## src/rtl/uart2i2c_pkg.sv

```systemverilog
// rtl/uart2i2c_pkg.sv - shared constants, state and error encodings for the UART2I2C bridge
package uart2i2c_pkg;

    localparam logic [7:0] HDR0       = 8'h55;
    localparam logic [7:0] HDR1       = 8'hA5;
    localparam int         MAX_BYTES  = 16;
    localparam int         CMD_RD_BIT = 7;

    typedef enum logic [2:0] {
        S_H0,
        S_H1,
        S_CMD,
        S_AH,
        S_AL,
        S_DATA,
        S_ISSUE
    } state_t;

    typedef enum logic [1:0] {
        ERR_NONE    = 2'd0,
        ERR_LEN     = 2'd1,
        ERR_BUSY    = 2'd2,
        ERR_TIMEOUT = 2'd3
    } err_t;

    function automatic logic len_ok(input logic [6:0] n);
        return (n != 7'd0) && (n <= 7'(MAX_BYTES));
    endfunction

endpackage

```

## src/rtl/uart_cmd_parser_if.sv

```systemverilog
// rtl/uart_cmd_parser_if.sv - byte stream in, EEPROM command out
interface uart_cmd_parser_if;
    logic [7:0]   rx_data;
    logic         rx_done;
    logic         cmd_ready;
    logic [15:0]  address;
    logic [127:0] cmd_data;
    logic [7:0]   num_cmd;
    logic         cmdvalid;
    logic         frame_err;
    logic [1:0]   err_code;

    modport master (
        input  rx_data, rx_done, cmd_ready,
        output address, cmd_data, num_cmd, cmdvalid, frame_err, err_code
    );

    modport slave (
        output rx_data, rx_done, cmd_ready,
        input  address, cmd_data, num_cmd, cmdvalid, frame_err, err_code
    );
endinterface

```

## src/rtl/uart_cmd_parser_timer.sv

```systemverilog
// rtl/uart_cmd_parser_timer.sv - inter-byte timeout counter
module frame_timeout_timer #(
    parameter int TIMEOUT_CYCLES = 500000
) (
    input  logic clk50M,
    input  logic rst_n,
    input  logic clear,
    input  logic enable,
    output logic expired
);
    localparam int W = $clog2(TIMEOUT_CYCLES);

    logic [W-1:0] count;

    assign expired = enable && (count == W'(TIMEOUT_CYCLES - 1));

    always_ff @(posedge clk50M or negedge rst_n) begin
        if (!rst_n) begin
            count <= '0;
        end else if (clear) begin
            count <= '0;
        end else if (enable && !expired) begin
            count <= count + 1'b1;
        end
    end
endmodule

```

## src/rtl/uart_cmd_parser.sv

```systemverilog
// rtl/uart_cmd_parser.sv - header hunt and frame assembly into one EEPROM command
module uart_cmd_parser
    import uart2i2c_pkg::*;
#(
    parameter int TIMEOUT_CYCLES = 500000
) (
    input  logic                  clk50M,
    input  logic                  rst_n,
    uart_cmd_parser_if.master     bus
);
    state_t         state, state_n;
    logic [7:0]     wcmd;
    logic [15:0]    waddr;
    logic [127:0]   wdata;
    logic [4:0]     byte_cnt;
    logic           tmr_en, tmr_clr, expired;
    logic           timeout, len_err, last_byte;

    logic [15:0]    address_q;
    logic [127:0]   cmd_data_q;
    logic [7:0]     num_cmd_q;
    logic           cmdvalid_q, frame_err_q;
    logic [1:0]     err_code_q;

    assign tmr_en  = (state != S_H0) && (state != S_ISSUE);
    assign tmr_clr = bus.rx_done || !tmr_en;

    frame_timeout_timer #(.TIMEOUT_CYCLES(TIMEOUT_CYCLES)) u_timer (
        .clk50M  (clk50M),
        .rst_n   (rst_n),
        .clear   (tmr_clr),
        .enable  (tmr_en),
        .expired (expired)
    );

    assign last_byte = (byte_cnt == 5'(wcmd[6:0] - 7'd1));

    always_ff @(posedge clk50M or negedge rst_n) begin
        if (!rst_n) state <= S_H0;
        else        state <= state_n;
    end

    // Timeout outranks any byte arriving in the same cycle.
    always_comb begin
        state_n = state;
        timeout = 1'b0;
        len_err = 1'b0;
        if (expired) begin
            timeout = 1'b1;
            state_n = S_H0;
        end else begin
            case (state)
                S_H0:    if (bus.rx_done && bus.rx_data == HDR0) state_n = S_H1;
                S_H1:    if (bus.rx_done) begin
                             if (bus.rx_data == HDR1)      state_n = S_CMD;
                             else if (bus.rx_data != HDR0) state_n = S_H0;
                         end
                S_CMD:   if (bus.rx_done) begin
                             if (!len_ok(bus.rx_data[6:0])) begin
                                 len_err = 1'b1;
                                 state_n = S_H0;
                             end else begin
                                 state_n = S_AH;
                             end
                         end
                S_AH:    if (bus.rx_done) state_n = S_AL;
                S_AL:    if (bus.rx_done) state_n = wcmd[CMD_RD_BIT] ? S_ISSUE : S_DATA;
                S_DATA:  if (bus.rx_done && last_byte) state_n = S_ISSUE;
                S_ISSUE: state_n = S_H0;
                default: state_n = S_H0;
            endcase
        end
    end

    always_ff @(posedge clk50M or negedge rst_n) begin
        if (!rst_n) begin
            wcmd        <= '0;
            waddr       <= '0;
            wdata       <= '0;
            byte_cnt    <= '0;
            address_q   <= '0;
            cmd_data_q  <= '0;
            num_cmd_q   <= '0;
            cmdvalid_q  <= 1'b0;
            frame_err_q <= 1'b0;
            err_code_q  <= ERR_NONE;
        end else begin
            cmdvalid_q  <= 1'b0;
            frame_err_q <= 1'b0;
            if (timeout) begin
                frame_err_q <= 1'b1;
                err_code_q  <= ERR_TIMEOUT;
            end else begin
                case (state)
                    S_CMD: if (bus.rx_done) begin
                        wcmd <= bus.rx_data;
                        if (len_err) begin
                            frame_err_q <= 1'b1;
                            err_code_q  <= ERR_LEN;
                        end else begin
                            wdata <= '0;
                        end
                    end
                    S_AH: if (bus.rx_done) waddr[15:8] <= bus.rx_data;
                    S_AL: if (bus.rx_done) begin
                        waddr[7:0] <= bus.rx_data;
                        byte_cnt   <= '0;
                    end
                    S_DATA: if (bus.rx_done) begin
                        wdata[8*(MAX_BYTES-1-int'(byte_cnt)) +: 8] <= bus.rx_data;
                        byte_cnt <= byte_cnt + 5'd1;
                    end
                    S_ISSUE: begin
                        if (bus.cmd_ready) begin
                            address_q  <= waddr;
                            cmd_data_q <= wdata;
                            num_cmd_q  <= wcmd;
                            cmdvalid_q <= 1'b1;
                        end else begin
                            frame_err_q <= 1'b1;
                            err_code_q  <= ERR_BUSY;
                        end
                    end
                    default: ;
                endcase
            end
        end
    end

    assign bus.address   = address_q;
    assign bus.cmd_data  = cmd_data_q;
    assign bus.num_cmd   = num_cmd_q;
    assign bus.cmdvalid  = cmdvalid_q;
    assign bus.frame_err = frame_err_q;
    assign bus.err_code  = err_code_q;
endmodule

```

## src/flat_wrapper.sv

```systemverilog
// flat-port wrapper written by rule: the top's interface ports become plain ports
module uart_cmd_parser_flat import uart2i2c_pkg::*;
#(
    parameter int TIMEOUT_CYCLES = 500000
)
  (clk50M, rst_n, bus_rx_data, bus_rx_done, bus_cmd_ready, bus_address, bus_cmd_data, bus_num_cmd, bus_cmdvalid, bus_frame_err, bus_err_code);
  uart_cmd_parser_if bus_i ();
  input  logic clk50M;
  input  logic rst_n;
  input wire logic [$bits(bus_i.rx_data)-1:0] bus_rx_data;
  input wire logic [$bits(bus_i.rx_done)-1:0] bus_rx_done;
  input wire logic [$bits(bus_i.cmd_ready)-1:0] bus_cmd_ready;
  output wire logic [$bits(bus_i.address)-1:0] bus_address;
  output wire logic [$bits(bus_i.cmd_data)-1:0] bus_cmd_data;
  output wire logic [$bits(bus_i.num_cmd)-1:0] bus_num_cmd;
  output wire logic [$bits(bus_i.cmdvalid)-1:0] bus_cmdvalid;
  output wire logic [$bits(bus_i.frame_err)-1:0] bus_frame_err;
  output wire logic [$bits(bus_i.err_code)-1:0] bus_err_code;
  assign bus_i.rx_data = bus_rx_data;
  assign bus_i.rx_done = bus_rx_done;
  assign bus_i.cmd_ready = bus_cmd_ready;
  assign bus_address = bus_i.address;
  assign bus_cmd_data = bus_i.cmd_data;
  assign bus_num_cmd = bus_i.num_cmd;
  assign bus_cmdvalid = bus_i.cmdvalid;
  assign bus_frame_err = bus_i.frame_err;
  assign bus_err_code = bus_i.err_code;
  uart_cmd_parser #(.TIMEOUT_CYCLES(TIMEOUT_CYCLES)) u_core (.clk50M(clk50M), .rst_n(rst_n), .bus(bus_i));
endmodule
```

## config.mk

```make
export PLATFORM = sky130hd
export DESIGN_NAME = uart_cmd_parser_flat
export DESIGN_NICKNAME = d
export VERILOG_FILES = /design/src/rtl/uart2i2c_pkg.sv /design/src/rtl/uart_cmd_parser_if.sv /design/src/rtl/uart_cmd_parser_timer.sv /design/src/rtl/uart_cmd_parser.sv /design/src/flat_wrapper.sv
export SDC_FILE = /design/constraint.sdc
export NUM_CORES = 1
export LEC_CHECK = 0
export BUFFER_PORTS_ARGS = -buffer_cell sky130_fd_sc_hd__buf_2
export CORE_MARGIN = 2
export CORE_UTILIZATION = 55
export CTS_CLUSTER_SIZE = 24
export DETAILED_ROUTE_END_ITERATION = 10
export PLACE_DENSITY = 0.81
export SYNTH_ARGS = -nofsm -noshare
export SYNTH_HDL_FRONTEND = slang
export SYNTH_SLANG_ARGS = --single-unit
```

## constraint.sdc

```tcl
create_clock -name clk50M -period 5.4 [get_ports clk50M]
set_input_delay 0.27 -clock clk50M [delete_from_list [all_inputs] [get_ports clk50M]]
set_output_delay 0.27 -clock clk50M [all_outputs]
set_load 0.02 [all_outputs]
```

==> results of run 1 <==
Yosys cell counts (7+ instances only):
cell / number
nand3_1: 44
or4_1: 32
o21ai_0: 40
o2bb2ai_1: 8
nor2b_1: 14
nor3_1: 9
nor2_1: 28
dfrtp_1: 335
a22o_1: 33
nand2_1: 493
buf_2: 17
inv_1: 35
nand2b_1: 13
o311ai_0: 64
xnor2_1: 18
or3_1: 7
nand4_1: 9
clkbuf_1: 83
o211ai_1: 32
o22ai_1: 27
mux2_2: 25
ha_1: 8
a211oi_1: 9
buf_6: 9
xor2_1: 8
routing by layer:
metal | GRT usage (%) | vias up | wire length (um)
met4 | 10.27 | 0 | 1298
met1 | 35.51 | 5701 | 15150
met5 | 0 | - | 0
met2 | 40.85 | 479 | 17280
li1 | - | 5343 | -
met3 | 4.634 | 100 | 2694
cells by family (layout without fill, tap and decap cells):
| logic type | Yosys count | count (layout) | share of synthesized area (%) |
|---|---|---|---|
| flip-flops | 335 | 335 | 57.39 |
| XOR/XNOR | 27 | 27 | 1.722 |
| buffers and inverters | 148 | 278 | 4.445 |
| multiplexers | 26 | 26 | 1.996 |
| AO/OA/AOI/OAI | 244 | 244 | 12.75 |
| AND/OR/NAND/NOR | 688 | 688 | 21.01 |
| adder cells (fa/ha/maj) | 8 | 8 | 0.6853 |
flip-flops by register name (all words and copies together), names as in the netlist:
name	cells
u_core.bus.err_code	2
u_core.bus.address	16
u_core.state	3
u_core.bus.frame_err	1
u_core.waddr	16
u_core.bus.num_cmd	8
u_core.wdata	128
u_core.wcmd	8
u_core.bus.cmdvalid	1
u_core.u_timer.count	19
u_core.byte_cnt	5
u_core.bus.cmd_data	128
layout make-up:
| type | count | area (um^2) | share of cell area [%] |
|---|---|---|---|
| Tap cell | 335 | 419.2 | 2.501 |
| Multi-Input combinational cell | 993 | 5593 | 33.37 |
| Inverter | 35 | 132.6 | 0.7913 |
| Clock inverter | 17 | 252.7 | 1.508 |
| Timing Repair Buffer | 180 | 970.9 | 5.793 |
| Sequential cell | 335 | 8383 | 50.02 |
| Clock buffer | 46 | 1008 | 6.017 |
power by group through the flow:
stage	Clock [mW]	Sequential [mW]	Combinational, mW
final	2.60	3.38	1.72
after global routing	2.72	3.44	1.89
after CTS	2.63	3.38	1.73
after detailed placement	0	3.41	1.72
after global placement	0	3.39	1.66
after floorplan	0	3.61	0.914
through the flow:
step,utilization [%],cells,cell area [um^2]
finish,64.32,1941,16760
global route,64.32,1941,16760
CTS,64.32,1941,16760
detailed placement,59.44,1877,15490
global placement,59.44,1877,15490
floorplan,-,1476,14610
final timing paths:
path,start,endpoint,slack (ps)
min reg2reg,u_core.waddr[9],u_core.bus.address[9],470
max,u_core.byte_cnt[0],u_core.wdata[25],1610
min in group asynchronous,rst_n,u_core.bus.cmd_data[47],440
min,bus_cmd_ready,u_core.bus.err_code[0],170
max reg2reg,u_core.byte_cnt[0],u_core.wdata[25],1610
max in group asynchronous,rst_n,u_core.wdata[69],3790
worst register-to-register path, delay by kind of cell, from the launching register on:
kind                     cells  cell delay [ps]
AND/OR/NAND/NOR              6             2400
flip-flops                   1              530
adder cells (fa/ha/maj)      1              520
AO/OA/AOI/OAI                1              230
timing repair:
item / in CTS / in global routing
endpoints found under the hold margin: 110 / 0
hold buffers: 1 / 0
buffers inserted: 0 / 0
==> results.yml, run 1 <==
sta:
  maxSlewViolCount: 0
  final.setup_skew_ps: 17.48
  whs_ps: 166.6
  worst_slack_ps: 1610
  slew_headroom_pct: 31.95
  min_period_ps: 3790
  timing.fmax_mhz: 263.8
  tightest_slew_ps: 1021
  setup_viol: 0
  hold_violations: 0
  fin_crit_sh_pct: 70.19
  rsz0062_at_grt: "false"
  setup_tns_ps: 0
worst_hold_path:
  worstHoldPathType: "in -> reg"
  min_path_cells: 3
final_layout:
  layout_common_cells: "nand2_1, dfrtp_1, buf_2, o311ai_0, nand3_1"
  area_delta_synth_final_pct: 14.73
  drive_gt1_share_pct: 17.68
  nets: 1600
  mostFrequentLayoutCell: "nand2_1"
  diodes: 0
  num-fill-cells: 2056
worst_setup_path:
  path_buf_inv: 0
  cp-end-kind: "flop"
  cp_num_cells: 8
  worstPathArrival_ps: 4200
  cp_max_fo: 40
  path_delay_family: "simple AND/OR/NAND/NOR gates"
  critPathRequiredTime_ps: 5810
  crit_chain: "nand2_1 -> nor3_1 -> ha_1 -> nor2_1 -> nand3_2 -> or2_2 -> or3_1 -> o211ai_1"
  crit_slowest_cell: "or2_2"
  start_kind: "flop"
  max_stage_delay_ps: 610
  critical_path_class: "reg -> reg"
  ff2ff_path_depth: 8
floorplanning:
  core-area_um2: 26060
  fp-row-count: 59
  dieArea_um2: 27880
  pin_count: 168
  fp.dieW_um: 167.0
  die-height_um: 167.0
  start_util_pct: 56.06
power:
  p_total_mw: 7.708
  p_leak_nw: 8.338
  p_clk_share_pct: 33.8
  pwr-share-comb_pct: 22.4
  seqPwrFrac_pct: 43.9
  p_switching_mw: 2.447
  cellPowerDensity_nw_per_um2: 459.9
  p_int_mw: 5.261
  p_sw_share_pct: 31.74
  irDropWorstVdd_mv: 0.3117
logic_synthesis:
  avgSynthCellArea_um2: 9.897
  synth_top_area_share_pct: 57.39
  yosysTopAreaCell: "dfrtp_1"
  synth_cell_type_count: 62
  synthTopCellsByArea: "dfrtp_1, nand2_1, o311ai_0"
  synth_flop_cell: "dfrtp_1"
  yosysWarnings: 0
  synth_cells: 1476
  async_reset_ff_share_pct: 100.0
  synth_nets: 1496
  synth_edf_count: 0
  syn_area_um2: 14610
  ys_seq_area_share_pct: 57.39
  synth_seq_cells: 335
clock_network:
  cts_htree_levels: 2
  cts_num_sinks: 335
  clk_path_buf_depth: 3
  insertion_delay_ps: 520
  postCtsResizedCells: 0
  numCtsBuffers: 35
  cts_tree: "built"
  cts-root-buf: "clkbuf_16"
  clkTransAtPathRegs_ps: 60
drt:
  drc: 0
  ant_nets: 0
  viasPerCell: 5.988
  wl_per_cell_um: 18.77
  dr.pass1.iters: 5
  wl_mm: 36.42
  vias: 11620
  first_iter_violations: 1195
placed_design:
  gp_congestion: 0.8710
  hpwl_mm: 22.65
  dpl_worst_slack_ps: 1700
  io_buffers: 167
flow_run:
  drv_cap: 0
status:
  status: "finished, final reports clean"
global_routing:
  overflow: 0
  grt_pass1_wl_mm: 58.77
  grt_pass1_vias: 11260
  grt_usage_pct: 25.75
  grt_max_degree: 130
  grt_antenna_before_repair: 0
Power figures use the tool's default switching activity.
==> run 2, diff against run 1 <==
CORE_UTILIZATION = 53   (was 55)
clock period = 3.1 ns   (was 5.4 ns; I/O delays follow)
==> results.yml, run 2 (synthesis results as in run 1) <==
status:
  status: "finished, final reports clean"
clock_network:
  cts_num_sinks: 335
  numCtsBuffers: 35
  clkTransAtPathRegs_ps: 60
  cts_htree_levels: 2
  cts_tree: "built"
  insertion_delay_ps: 530
  cts-root-buf: "clkbuf_16"
  clk_path_buf_depth: 3
placed_design:
  gp_congestion: 0.8797
  dpl_worst_slack_ps: 9.365
  placed_area_um2: 15800
  io_buffers: 167
  hpwl_mm: 24.09
worst_setup_path:
  cpMostUsedCell: "ha_2"
  worstPathArrival_ps: 3450
  path_buf_inv: 2
  cp-end-kind: "flop"
  crit_chain: "ha_2 -> nand3_1 -> nand2b_1 -> ha_2 -> nor4b_4 -> nand4_4 -> buf_6 -> a2111oi_4 -> buf_4 -> o21ai_2 -> a22o_1"
  crit_slowest_cell: "dfrtp_1"
  critPathRequiredTime_ps: 3510
  path_delay_family: "compound AO/OA/AOI/OAI gates"
  start_kind: "flop"
  max_stage_delay_ps: 410
  critical_path_class: "reg -> reg"
  cp_max_fo: 8
global_routing:
  grt_usage_pct: 26.30
  grt_max_degree: 95
  grt_pass1_wl_mm: 60.95
  overflow: 0
  grt_pass1_vias: 11540
  grt_antenna_before_repair: 0
drt:
  ant_nets: 0
  vias: 11900
  wl_mm: 38.04
  drc: 0
  dr.pass1.iters: 7
  wl_per_cell_um: 19.20
  first_iter_violations: 1193
  viasPerCell: 6.005
sta:
  min_period_ps: 3037
  setup_viol: 0
  worst_slack_ps: 63.27
  tightest_slew_ps: 846.8
  timing.fmax_mhz: 329.3
  final.setup_skew_ps: 25.63
  fin_crit_sh_pct: 97.96
  slew_headroom_pct: 43.14
  hold_violations: 0
  maxSlewViolCount: 0
power:
  cellPowerDensity_nw_per_um2: 772.6
  irDropWorstVdd_mv: 0.5580
  p_leak_nw: 8.463
floorplanning:
  start_util_pct: 54.05
  die-height_um: 170.0
  pin_count: 168
  core-area_um2: 27030
  fp-row-count: 60
  fp.dieW_um: 170.0
  dieArea_um2: 28910
final_layout:
  diodes: 0
  num-fill-cells: 2157
  drive_gt1_share_pct: 20.00
  nets: 1637
  final_cell_area_um2: 17040
  layout_common_cells: "nand2_1, dfrtp_1, buf_2, o311ai_0, buf_4"
  mostFrequentLayoutCell: "nand2_1"
  area_delta_synth_final_pct: 16.68
flow_run:
  drv_cap: 0
worst_hold_path:
  worstHoldPathType: "in -> reg"
run 2: area by class of cell:
cell class	instances	area, um^2	share of cell area, %
Clock buffer	50	1013	5.946
Clock inverter	10	95.09	0.5579
Inverter	35	133.9	0.7855
Multi-Input combinational cell	993	5688	33.37
Sequential cell	335	8384	49.19
Tap cell	341	426.7	2.503
Timing Repair Buffer	217	1303	7.642
run 2: per-stage QoR:
step	setup TNS (ps)	hold WS [ps]	total power, mW	instances	utilization, %
6_report	0	42.76	13.17	1981	63.06
5_1_grt	-1484	41.60	13.80	1981	63.06
4_1_cts	-2.208	23.61	13.16	1978	62.62
3_5_place_dp	0	221.1	9.038	1917	58.47
3_3_place_gp	0	215.1	8.903	1917	58.47
2_1_floorplan	0	-140.6	7.888	1476	-
run 2: final timing paths:
kind | startpoint | to | slack (ps) | cells after the start
setup / recovery | u_core.byte_cnt[0] | u_core.wdata[123] | 60 | 11
hold / removal | bus_rx_data[0] | u_core.wdata[0] | 40 | 2
setup reg to reg | u_core.byte_cnt[0] | u_core.wdata[123] | 60 | 11
hold reg to reg | u_core.wdata[70] | u_core.bus.cmd_data[70] | 460 | 2
max in group asynchronous | rst_n | u_core.byte_cnt[1] | 1940 | 3
min in group asynchronous | rst_n | u_core.bus.cmd_data[54] | 240 | 2
run 2: metal layers:
layer | vias up | routed length [um] | GRT usage (%)
li1 | 5397 | - | -
met5 | - | 0 | 0
met2 | 454 | 18630 | 42.98
met4 | 0 | 947 | 8.175
met3 | 69 | 2845 | 5.884
met1 | 5975 | 15620 | 35.35
run 2: what timing repair did:
| item | in CTS | in global routing |
|---|---|---|
| setup buffers | 0 | 3 |
| gates resized for setup | 1 | 27 |
| hold buffers | 1 | 0 |
| hold endpoints to repair | 86 | 0 |
| setup endpoints to repair | 3 | 98 |
| pin swaps | 0 | 6 |
run 2: power by group:
| part | switching [mW] | internal, mW | leakage (nW) | total, mW |
|---|---|---|---|---|
| sequential | 0.594 | 5.30 | 4.31 | 5.89 |
| combinational | 2.03 | 1.15 | 3.61 | 3.19 |
| clock | 1.73 | 2.37 | 0.542 | 4.09 |
